### src/rtl/branch_predict_unit.sv
// branch_predict_unit
//   Branch predictor and flush controller for the 5-stage RISC-V pipeline.
//   A PC-indexed table of CNT_W-bit saturating counters gives a taken/not-taken
//   prediction at fetch. Conditional branches, JAL and JALR are resolved at
//   execute, where the table is trained and pc_sel plus the IF/ID and ID/EX
//   flush controls are driven. A redirect flush can be stretched to
//   FLUSH_CYCLES cycles. Saturating statistics counters are kept for debug.
//
// Ports
//   clk, rst                 clock, synchronous active-high reset
//   if_pc, if_inst           fetch lookup (qualified by BRANCH opcode)
//   pred_taken               fetch prediction (counter MSB)
//   ex_valid, ex_pc, ex_inst execute-stage instruction
//   ex_pred, ex_taken        carried prediction and ALU outcome
//   stall                    load-use stall from the hazard unit
//   pc_sel                   0 = take corrected target, 1 = normal path
//   flush_ifid, flush_idex   pipeline register clears
//   stat_branches            resolved conditional branches (saturating)
//   stat_mispred             mispredicted conditional branches (saturating)
module branch_predict_unit #(
   parameter int ENTRIES      = 16,
   parameter int IDX_W        = 4,
   parameter int CNT_W        = 2,
   parameter int FLUSH_CYCLES = 1,
   parameter int STAT_W       = 16
) (
   input  logic              clk,
   input  logic              rst,
   input  logic [31:0]       if_pc,
   input  logic [31:0]       if_inst,
   output logic              pred_taken,
   input  logic              ex_valid,
   input  logic [31:0]       ex_pc,
   input  logic [31:0]       ex_inst,
   input  logic              ex_pred,
   input  logic              ex_taken,
   input  logic              stall,
   output logic              pc_sel,
   output logic              flush_ifid,
   output logic              flush_idex,
   output logic [STAT_W-1:0] stat_branches,
   output logic [STAT_W-1:0] stat_mispred
);

   localparam logic [6:0] OP_BRANCH = 7'b1100011;
   localparam logic [6:0] OP_JAL    = 7'b1101111;
   localparam logic [6:0] OP_JALR   = 7'b1100111;

   // weakly not-taken: 2^(CNT_W-1)-1
   localparam logic [CNT_W-1:0] CNT_INIT = CNT_W'((2 ** (CNT_W - 1)) - 1);
   localparam logic [CNT_W-1:0] CNT_MAX  = '1;

   localparam int HOLD_W = (FLUSH_CYCLES > 1) ? $clog2(FLUSH_CYCLES) : 1;
   localparam logic [HOLD_W-1:0] HOLD_LOAD = HOLD_W'(FLUSH_CYCLES - 1);

   typedef enum logic {IDLE, HOLD} state_t;

   state_t            state;
   logic [HOLD_W-1:0] hold_cnt;
   logic [CNT_W-1:0]  pht [ENTRIES];

   logic [IDX_W-1:0]  if_idx, ex_idx;
   logic              ex_br, ex_jmp, mispred, redirect;

   assign if_idx = if_pc[IDX_W+1:2];
   assign ex_idx = ex_pc[IDX_W+1:2];

   // Lookup reads the registered table, so a same-cycle update to the same
   // index is seen only on the following cycle.
   assign pred_taken = (if_inst[6:0] == OP_BRANCH) & pht[if_idx][CNT_W-1];

   assign ex_br    = ex_valid & (ex_inst[6:0] == OP_BRANCH);
   assign ex_jmp   = ex_valid & ((ex_inst[6:0] == OP_JAL) | (ex_inst[6:0] == OP_JALR));
   assign mispred  = ex_br & (ex_pred != ex_taken);
   assign redirect = ex_jmp | mispred;

   // Priority: reset, redirect, hold, stall, idle.
   always_comb begin
      pc_sel     = 1'b1;
      flush_ifid = 1'b0;
      flush_idex = 1'b0;
      if (rst) begin
         flush_ifid = 1'b1;
         flush_idex = 1'b1;
      end else if (redirect) begin
         pc_sel     = 1'b0;
         flush_ifid = 1'b1;
         flush_idex = 1'b1;
      end else if (state == HOLD) begin
         flush_ifid = 1'b1;
         flush_idex = 1'b1;
      end else if (stall) begin
         // bubble into EX while IF/ID holds its instruction
         flush_idex = 1'b1;
      end
   end

   // Flush stretch: the redirect cycle is the first flush cycle, HOLD
   // covers the remaining FLUSH_CYCLES-1. A redirect in HOLD reloads.
   always_ff @(posedge clk) begin
      if (rst) begin
         state    <= IDLE;
         hold_cnt <= '0;
      end else begin
         case (state)
            IDLE: begin
               if (redirect && FLUSH_CYCLES > 1) begin
                  state    <= HOLD;
                  hold_cnt <= HOLD_LOAD;
               end
            end
            HOLD: begin
               if (redirect) begin
                  hold_cnt <= HOLD_LOAD;
               end else if (hold_cnt <= HOLD_W'(1)) begin
                  state    <= IDLE;
                  hold_cnt <= '0;
               end else begin
                  hold_cnt <= hold_cnt - HOLD_W'(1);
               end
            end
            default: begin
               state    <= IDLE;
               hold_cnt <= '0;
            end
         endcase
      end
   end

   // Counter training on every valid conditional branch.
   always_ff @(posedge clk) begin
      if (rst) begin
         for (int i = 0; i < ENTRIES; i++) pht[i] <= CNT_INIT;
      end else if (ex_br) begin
         if (ex_taken) begin
            if (pht[ex_idx] != CNT_MAX) pht[ex_idx] <= pht[ex_idx] + CNT_W'(1);
         end else begin
            if (pht[ex_idx] != '0) pht[ex_idx] <= pht[ex_idx] - CNT_W'(1);
         end
      end
   end

   // Statistics saturate at all-ones rather than wrapping.
   always_ff @(posedge clk) begin
      if (rst) begin
         stat_branches <= '0;
         stat_mispred  <= '0;
      end else begin
         if (ex_br && stat_branches != '1) stat_branches <= stat_branches + STAT_W'(1);
         if (mispred && stat_mispred != '1) stat_mispred <= stat_mispred + STAT_W'(1);
      end
   end

   // Address and instruction bits outside the index/opcode fields.
   logic unused_bits;
   assign unused_bits = ^{if_pc[31:IDX_W+2], if_pc[1:0], if_inst[31:7],
                          ex_pc[31:IDX_W+2], ex_pc[1:0], ex_inst[31:7]};

endmodule

### config.mk
export PLATFORM = sky130hd
export DESIGN_NAME = branch_predict_unit
export DESIGN_NICKNAME = d
export VERILOG_FILES = /design/src/rtl/branch_predict_unit.sv
export SDC_FILE = /design/constraint.sdc
export NUM_CORES = 1
export LEC_CHECK = 0
export CORE_MARGIN = 10
export CORE_UTILIZATION = 44
export CTS_CLUSTER_SIZE = 28
export DETAILED_ROUTE_END_ITERATION = 10
export HOLD_SLACK_MARGIN = 0.12
export PLACE_DENSITY = 0.87
export SYNTH_ARGS = -nofsm -noshare
export SYNTH_HDL_FRONTEND = slang
export SYNTH_SLANG_ARGS = --single-unit
### constraint.sdc
create_clock -name clk -period 7.9 [get_ports clk]
set_clock_uncertainty 0.1 [all_clocks]
set_input_delay 0.79 -clock clk [delete_from_list [all_inputs] [get_ports clk]]
set_output_delay 0.79 -clock clk [all_outputs]
set_load 0.05 [all_outputs]
==> flow_metrics.py, run 1 <==
metrics = {
    "power_and_ir_drop": {
        "p_leak_nw": 1.370,
        "irDropWorstVdd_uv": 117.0,
        "power_w": 0.0007257,
        "powerDensity_mw_per_mm2": 167.4,
    },
    "synthesis": {
        "synth-seq-area-share": 0.4721,
        "yosysTopAreaCell": "edfxtp_1",
        "async_flop_share": 0,
        "synth-seq-cells": 65,
        "ys_warn_count": 0,
        "synth_area_mm2": 0.003435,
        "syn-num-nets": 481,
        "syn_inst": 345,
        "synth_most_common_cell": "nor2_1",
        "postSynthAreaPerCell_um2": 9.955,
        "synth_top_cell_area_share": 0.2798,
        "synth_flop_cell": "dfxtp_1",
        "synth_edf_count": 32,
        "yosys-top-cells-area": "edfxtp_1, dfxtp_1, mux4_2",
        "synthTopCellsByCount": "nor2_1, dfxtp_1, edfxtp_1",
        "ys_types": 48,
    },
    "floorplanning": {
        "dieWidth_um": 108.4,
        "start_util": 0.4491,
        "rows": 32,
        "core_mm2": 0.007647,
        "design.portCount": 170,
        "die_y_um": 108.4,
        "fp.dieArea_mm2": 0.01174,
    },
    "timing": {
        "period_minus_slack_ns": 4.187,
        "finalCritPeriodShare": 0.5300,
        "setup_tns_ns": 0,
        "tightest_slew_ns": 1.247,
        "slew_violations": 0,
        "timing.hold.ws_ns": 0.3441,
        "slew_headroom": 0.1686,
        "hold_viol_final": 0,
        "setup-violations-final": 0,
        "grt_setup_unrepaired": "false",
        "timing.fmax_mhz": 238.9,
    },
    "grt": {
        "grt_max_degree": 38,
        "grt_pass1_vias": 2846,
        "grt_pass1_wl_um": 13560,
        "grt_usage": 0.1426,
        "antenna_found_initial": 0,
        "overflow": 0,
    },
    "setup_path": {
        "cp.required_ns": 7.01,
        "r2r_start": "pht[4][1]",
        "crit_arrival_ns": 3.30,
        "critPathSlowestCell": "clkdlybuf4s50_1",
        "r2r_slack_ns": 4.99,
        "startpoint_type": "input port",
        "critical-path-max-stage-delay_ns": 0.70,
        "path_cells": "clkdlybuf4s50_1 > mux4_2 > mux4_2 > and4_1 > clkdlybuf4s50_1",
        "critPathKind": "input port to primary output",
        "path_max_fanout": 4,
        "endpoint": "pred_taken",
        "startpoint": "if_pc[2]",
        "r2r-end": "pht[10][0]",
        "reg2reg_depth": 5,
        "cp-end-kind": "primary output",
    },
    "clocking": {
        "clkLatencyLatePin_ns": 0.35,
        "htreeDepth": 3,
        "cts_tree": "yes",
        "cts_hold_buf": 0,
        "ctsRootBufferMaster": "clkbuf_8",
        "cts.sinks": 65,
        "clk_pin_slew_worst_paths_ns": 0.08,
        "cts_setup_buffers": 0,
        "cts_max_path_buffers": 2,
        "cts_buffers": 9,
        "post_cts_resized": 0,
    },
    "final_layout": {
        "stdcell_count": 508,
        "drive_above_1_share": 0.08867,
        "syn2layout_area_growth_pct": 26.19,
        "finalNetCount": 537,
        "final_area_mm2": 0.004334,
        "antenna_cells": 0,
    },
    "detailed_routing": {
        "wire_per_inst_um": 16.30,
        "drt_first_iter_violations": 142,
        "vias": 2872,
        "vias_per_cell": 5.654,
        "drtPass1Iterations": 4,
        "drc_errors": 0,
        "ant_nets": 0,
        "routed_wl_um": 8281,
    },
    "outcome": {
        "outcome": "completed",
    },
    "placed_design": {
        "hpwlAfterDp_um": 5890,
        "place_congestion": 0.8224,
        "dp.cells": 492,
        "placed_cell_area_mm2": 0.004119,
        "port_buffers": 63,
    },
    "min_path": {
        "holdCritPathClass": "register to register",
    },
    "job": {
        "drv_cap": 0,
    },
}
[kinds of logic (layout without fill, tap and decap cells)]
family | count (synthesis) | in the layout | synth area share
compound gates | 36 | 36 | 0.06958
xor+xnor | 26 | 26 | 0.06630
fa+ha+maj | 2 | 2 | 0.007285
buf+inv | 27 | 88 | 0.03242
flops | 65 | 65 | 0.4721
mux | 21 | 21 | 0.1020
simple gates | 168 | 168 | 0.2503
[metal layers]
layer  GRT usage  part of all wire  wire length [um]
met1      0.1630              0.40              3328
met2      0.2388              0.50              4109
met3     0.04521             0.081               667
met4     0.06497             0.021               175
met5           0                 0                 0
[worst max-delay path: cells and delay by family]
family	cells	cell delay [ns]
buffers and inverters	2	1.33
muxes	2	1.00
and+or+nand+nor	1	0.18
[worst min-delay path by stage]
| stage | start | endpoint | slack, ns | cells after the start |
|---|---|---|---|---|
| 4_1_cts | state | state | 0.35 | 2 |
| 5_1_grt | state | state | 0.37 | 2 |
| 3_3_place_gp | state | state | 0.32 | 2 |
| 3_5_place_dp | state | state | 0.33 | 2 |
| 2_1_floorplan | state | state | 0.32 | 2 |
| 6_report | state | state | 0.34 | 2 |
[registers in the layout, summed over array words and instances, names as in the netlist]
| name | flops |
|---|---|
| stat_branches | 16 |
| pht | 32 |
| state | 1 |
| stat_mispred | 16 |
[through the flow]
step | util | setup slack [ns]
after floorplan | - | 4.839
after global placement | 0.5386 | 3.637
after detailed placement | 0.5386 | 3.569
after CTS | 0.5668 | 3.698
after global routing | 0.5668 | 3.608
final | 0.5668 | 3.713
[area by class of cell]
type / instances / area, um2
clock inverter: 4 / 48.80
sequential: 65 / 1622
clock buffer: 12 / 166.4
timing repair buffer: 64 / 638.1
tap: 102 / 127.6
inverter: 8 / 30.03
fill: 626 / 3313
multi-input combinational: 253 / 1702
[layout by cell type (no fill, tap or decap), drive strengths merged, types with 2 or more instances in the layout]
cell type / instances
a21oi: 8
and3: 6
and4: 2
clkbuf: 12
clkdlybuf4s50: 63
clkinv: 3
dfxtp: 33
edfxtp: 32
ha: 2
inv: 8
mux2: 2
mux2i: 8
mux4: 11
nand2: 26
nand2b: 4
nand3: 20
nand3b: 3
nand4: 17
nor2: 53
nor2b: 4
nor3: 12
nor4: 2
o21ai: 14
o22a: 3
o31ai: 3
o41ai: 3
or2: 2
or3: 5
or4: 3
xnor2: 11
xor2: 15
[report_power, final]
group | internal [W] | switching (W) | leakage, nW
Sequential | 0.000355 | 0.00000190 | 0.540
Combinational | 0.0000287 | 0.0000382 | 0.719
Clock | 0.000173 | 0.000128 | 0.111
Total | 0.000557 | 0.000169 | 1.37
No activity file was read; power rests on OpenSTA's default activity.
==> inputs of run 2 (changes only) <==
--- a/config.mk
+++ b/config.mk
@@ -6,11 +6,11 @@
 export NUM_CORES = 1
 export LEC_CHECK = 0
 export CORE_MARGIN = 10
-export CORE_UTILIZATION = 44
+export CORE_UTILIZATION = 41
 export CTS_CLUSTER_SIZE = 28
 export DETAILED_ROUTE_END_ITERATION = 10
 export HOLD_SLACK_MARGIN = 0.12
-export PLACE_DENSITY = 0.87
+export PLACE_DENSITY = 0.81
 export SYNTH_ARGS = -nofsm -noshare
 export SYNTH_HDL_FRONTEND = slang
 export SYNTH_SLANG_ARGS = --single-unit
==> constraint.sdc (replaced) <==
create_clock -name clk -period 3.9 [get_ports clk]
set_clock_uncertainty 0.1 [all_clocks]
set_input_delay 0.39 -clock clk [delete_from_list [all_inputs] [get_ports clk]]
set_output_delay 0.39 -clock clk [all_outputs]
set_load 0.05 [all_outputs]
==> run 2 against run 1 <==
  * Worst hold slack lost 0.0036 ns
  * Non-clock buffer count grew 8
  * Final area grew 0.81%
  * Wire length grew 3.0%
  * Highest routed layer unchanged
  * First-iteration DRC count grew 71%
  * Setup slack lost 3.2 ns
  * Final cell count grew 2.2%
  * Core utilization shrank 3.2 points
  * Critical endpoint unchanged
==> flow_metrics.py, run 2 (synthesis gave the netlist of run 1 again) <==
metrics = {
    "clocking": {
        "cts_setup_buffers": 0,
        "cts_hold_buf": 0,
        "cts_max_path_buffers": 2,
        "clk_pin_slew_worst_paths_ns": 0.07,
        "clkLatencyLatePin_ns": 0.34,
        "cts_tree": "yes",
        "cts.sinks": 65,
        "cts_buffers": 9,
        "post_cts_resized": 0,
        "htreeDepth": 3,
        "ctsRootBufferMaster": "clkbuf_8",
    },
    "placed_design": {
        "place_congestion": 0.8416,
        "port_buffers": 63,
        "dp_slack_ns": 0.2953,
        "hpwlAfterDp_um": 6357,
        "placed_cell_area_mm2": 0.004175,
        "dp.cells": 503,
    },
    "grt": {
        "grt_pass1_wl_um": 14300,
        "antenna_found_initial": 0,
        "grt_pass1_vias": 2973,
        "grt_usage": 0.1363,
        "grt_max_degree": 33,
        "overflow": 0,
    },
    "detailed_routing": {
        "wire_per_inst_um": 16.44,
        "vias_per_cell": 5.590,
        "vias": 2901,
        "drc_errors": 0,
        "drt_first_iter_violations": 243,
        "ant_nets": 0,
        "routed_wl_um": 8530,
        "drtPass1Iterations": 4,
    },
    "setup_path": {
        "critical_path_buf_inv_count": 2,
        "critPathSlowestCell": "clkdlybuf4s50_1",
        "critical-path-max-stage-delay_ns": 0.70,
        "cp.required_ns": 3.41,
        "cp-end-kind": "primary output",
        "startpoint_type": "input port",
        "path_cells": "clkdlybuf4s50_1 > mux4_2 > mux4_2 > and4_1 > clkdlybuf4s50_1",
        "path_max_fanout": 4,
        "critPathKind": "input port to primary output",
        "crit_arrival_ns": 2.92,
        "crit_family": "buffers and inverters",
    },
    "floorplanning": {
        "design.portCount": 170,
        "core_mm2": 0.008175,
        "start_util": 0.4201,
        "rows": 33,
        "dieWidth_um": 111.5,
        "fp.dieArea_mm2": 0.01244,
        "die_y_um": 111.5,
    },
    "power_and_ir_drop": {
        "p_leak_nw": 1.397,
        "powerDensity_mw_per_mm2": 327.0,
        "irDropWorstVdd_uv": 167.5,
    },
    "outcome": {
        "outcome": "completed",
    },
    "final_layout": {
        "syn2layout_area_growth_pct": 27.21,
        "largest_reg_flops": 32,
        "final_cell_mix": "clkdlybuf4s50_1, nor2_1, dfxtp_1",
        "stdcell_count": 519,
        "antenna_cells": 0,
        "regMostFlops": "pht",
        "drive_above_1_share": 0.1159,
        "finalNetCount": 545,
        "final_area_mm2": 0.004369,
        "fillers": 721,
        "final_common_cell": "clkdlybuf4s50_1",
        "top_regs": "pht x32, stat_branches x16, stat_mispred x16",
    },
    "timing": {
        "setup-violations-final": 0,
        "slew_violations": 0,
        "period_minus_slack_ns": 3.407,
        "setup_tns_ns": 0,
        "timing.hold.ws_ns": 0.3405,
        "hold_viol_final": 0,
        "tightest_slew_ns": 0.7668,
        "grt_setup_unrepaired": "false",
        "fin_ws_ns": 0.4931,
        "slew_headroom": 0.4841,
        "timing.fmax_mhz": 293.5,
        "finalCritPeriodShare": 0.8736,
    },
    "min_path": {
        "holdCritPathClass": "register to register",
    },
    "job": {
        "drv_cap": 0,
    },
}
## run 2: cell count changes in the layout (fill, tap and decap cells not counted)
cell / previous run / this run
buf_4: 1 / 12
clkbuf_1: 1 / 0
clkbuf_16: 1 / 0
clkbuf_8: 10 / 9
clkdlybuf4s50_1: 63 / 60
clkinv_2: 2 / 3
clkinvlp_4: 0 / 1
inv_6: 0 / 1
## run 2: worst min-delay path: cells and delay by family (launching register included)
family                 cells  cell delay [ns]
buffers and inverters      1             0.06
flip-flops                 1             0.30
AND/OR/NAND/NOR            1             0.04
## run 2: final timing paths
path             start  slack, ns    endpoint  depth (start not counted)
max           if_pc[2]       0.49  pred_taken                          5
min              state       0.34       state                          2
max reg2reg  pht[4][1]       1.11   pht[7][1]                          6
min reg2reg      state       0.34       state                          2
## run 2: where the power goes
group	total (W)	internal (W)	switching [W]	leakage (nW)
logic	0.000143	0.0000628	0.0000798	0.758
registers	0.000724	0.000720	0.00000442	0.540
clock network	0.000562	0.000295	0.000267	0.0994
total	0.00143	0.00108	0.000351	1.40
## run 2: metal layers
layer  vias to the layer above  global-route usage  wire [um]
li1                       1391                   -          -
met1                      1376              0.1589       3602
met2                       115              0.2181       3963
met3                        19             0.05475        802
met4                         0             0.05656        163
met5                         -                   0          0
## run 2: area by class of cell
type / instances / area (um2) / share of cell area
clock buffer: 9 / 123.9 / 0.02835
clock inverter: 7 / 70.07 / 0.01604
inverter: 8 / 30.03 / 0.006873
multi-input combinational: 253 / 1702 / 0.3895
sequential: 65 / 1622 / 0.3711
tap: 105 / 131.4 / 0.03007
timing repair buffer: 72 / 690.7 / 0.1581
## run 2: through the flow
stage	util	total power, W
after floorplan	-	0.0008218
after global placement	0.5107	0.0008767
after detailed placement	0.5107	0.0008810
after CTS	0.5344	0.001440
after global routing	0.5344	0.001482
final	0.5344	0.001429
==> edit, RTL diff (flow settings as in run 2) <==
Change the parameter `STAT_W` from 16 to 32.
--- a/src/rtl/branch_predict_unit.sv
+++ b/src/rtl/branch_predict_unit.sv
@@ -22,7 +22,7 @@
    parameter int IDX_W        = 4,
    parameter int CNT_W        = 2,
    parameter int FLUSH_CYCLES = 1,
-   parameter int STAT_W       = 16
+   parameter int STAT_W       = 32
 ) (
    input  logic              clk,
    input  logic              rst,
Ports: changed (resized stat_branches and stat_mispred); port bits go from 170 to 202. No check against the original RTL was run, so the function may have changed too.
==> edit against run 2 <==
Setup slack about the same. Cell area is 52% higher. Total power rose by 47%. Routed wire length increased by 67%. Cell count increased by 56%. Non-clock buffer count increased by 34. Synthesized area rose by 54%. Clock power up 57%. Synthesized cell count is 58% higher. Global-route usage grew 2.0 points. First-iteration DRC count up 27%. Sequential cell count grew 32. Largest power group unchanged.
==> edit: results <==
{
  "outcome": "finished clean",
  "yosys.cell_types.count": 62,
  "synth_nets": 681,
  "ir_worst_vdd_uv": 230,
  "dp_cells": 794,
  "synth_xor_area_share_pct": 8.96,
  "synthMuxAreaShare_pct": 6.92,
  "whs_ns": 0.329,
  "synth_fa_ha_area_share_pct": 0.474,
  "ff2ff_setup_slack_ns": 1.44,
  "place.gp.congestion": 0.861,
  "syn_inst": 545,
  "p_leak_nw": 2.19,
  "placed_cell_area_mm2": 0.00636,
  "clockRootBuffer": "clkbuf_16",
  "yosys-top-cells-area": "dfxtp_1 25%, edfxtp_1 18%, xor2_1 5.8%, nor2_1 4.8%, mux4_2 3.8%",
  "drive_gt1_share_pct": 11.8,
  "yosysSeqAreaShare_pct": 42.9,
  "internal-power_mw": 1.61,
  "top_regs": "pht: 32 flops, stat_branches: 32 flops, stat_mispred: 32 flops",
  "grt_use_met1_pct": 19.3,
  "nets": 769,
  "groute.usage.overall_pct": 15.7,
  "drt_wl_total_mm": 14.3,
  "fin_cells": 810,
  "maxSlewHeadroom_pct": 51.6,
  "drt_iter0_drc": 308,
  "num-fill-cells": 1147,
  "yosys-top-cells-count": "67 x nor2_1, 65 x dfxtp_1, 37 x nand2_1, 35 x xor2_1, 33 x nor3_1",
  "drt-met1-wl_mm": 6.04,
  "portBuffers": 95,
  "powerComb_mw": 0.171,
  "p_seq_mw": 1.05,
  "p_comb_share_pct": 8.1
}
-- edit: cell count changes after synthesis, sizes merged, moves of 12 or more --
cell   before  now
and4        2   14
xor2       15   35
and3        6   19
a31o        0   12
dfxtp      33   65
nor3       12   33
nor2       53   68
-- edit: critical path, cell delays in order --
cell	delay, ns
clkdlybuf4s50_1	0.62
mux4_2	0.54
mux4_2	0.48
and4_1	0.18
clkdlybuf4s50_1	0.70
-- edit: layout make-up --
cell class,instances,area (um^2),share of cell area [%]
Multi-Input combinational cell,412,2830,42.5
Sequential cell,97,2260,34.0
Timing Repair Buffer,106,1030,15.5
Clock buffer,10,239,3.59
Tap cell,172,215,3.23
Clock inverter,6,56.3,0.846
Inverter,7,26.3,0.395
-- edit: kinds of logic after synthesis --
logic type / count (synthesis)
AO/OA/AOI/OAI: 53
XOR/XNOR: 54
adder cells (fa/ha/maj): 2
buffers and inverters: 36
flip-flops: 97
multiplexers: 23
AND/OR/NAND/NOR: 280
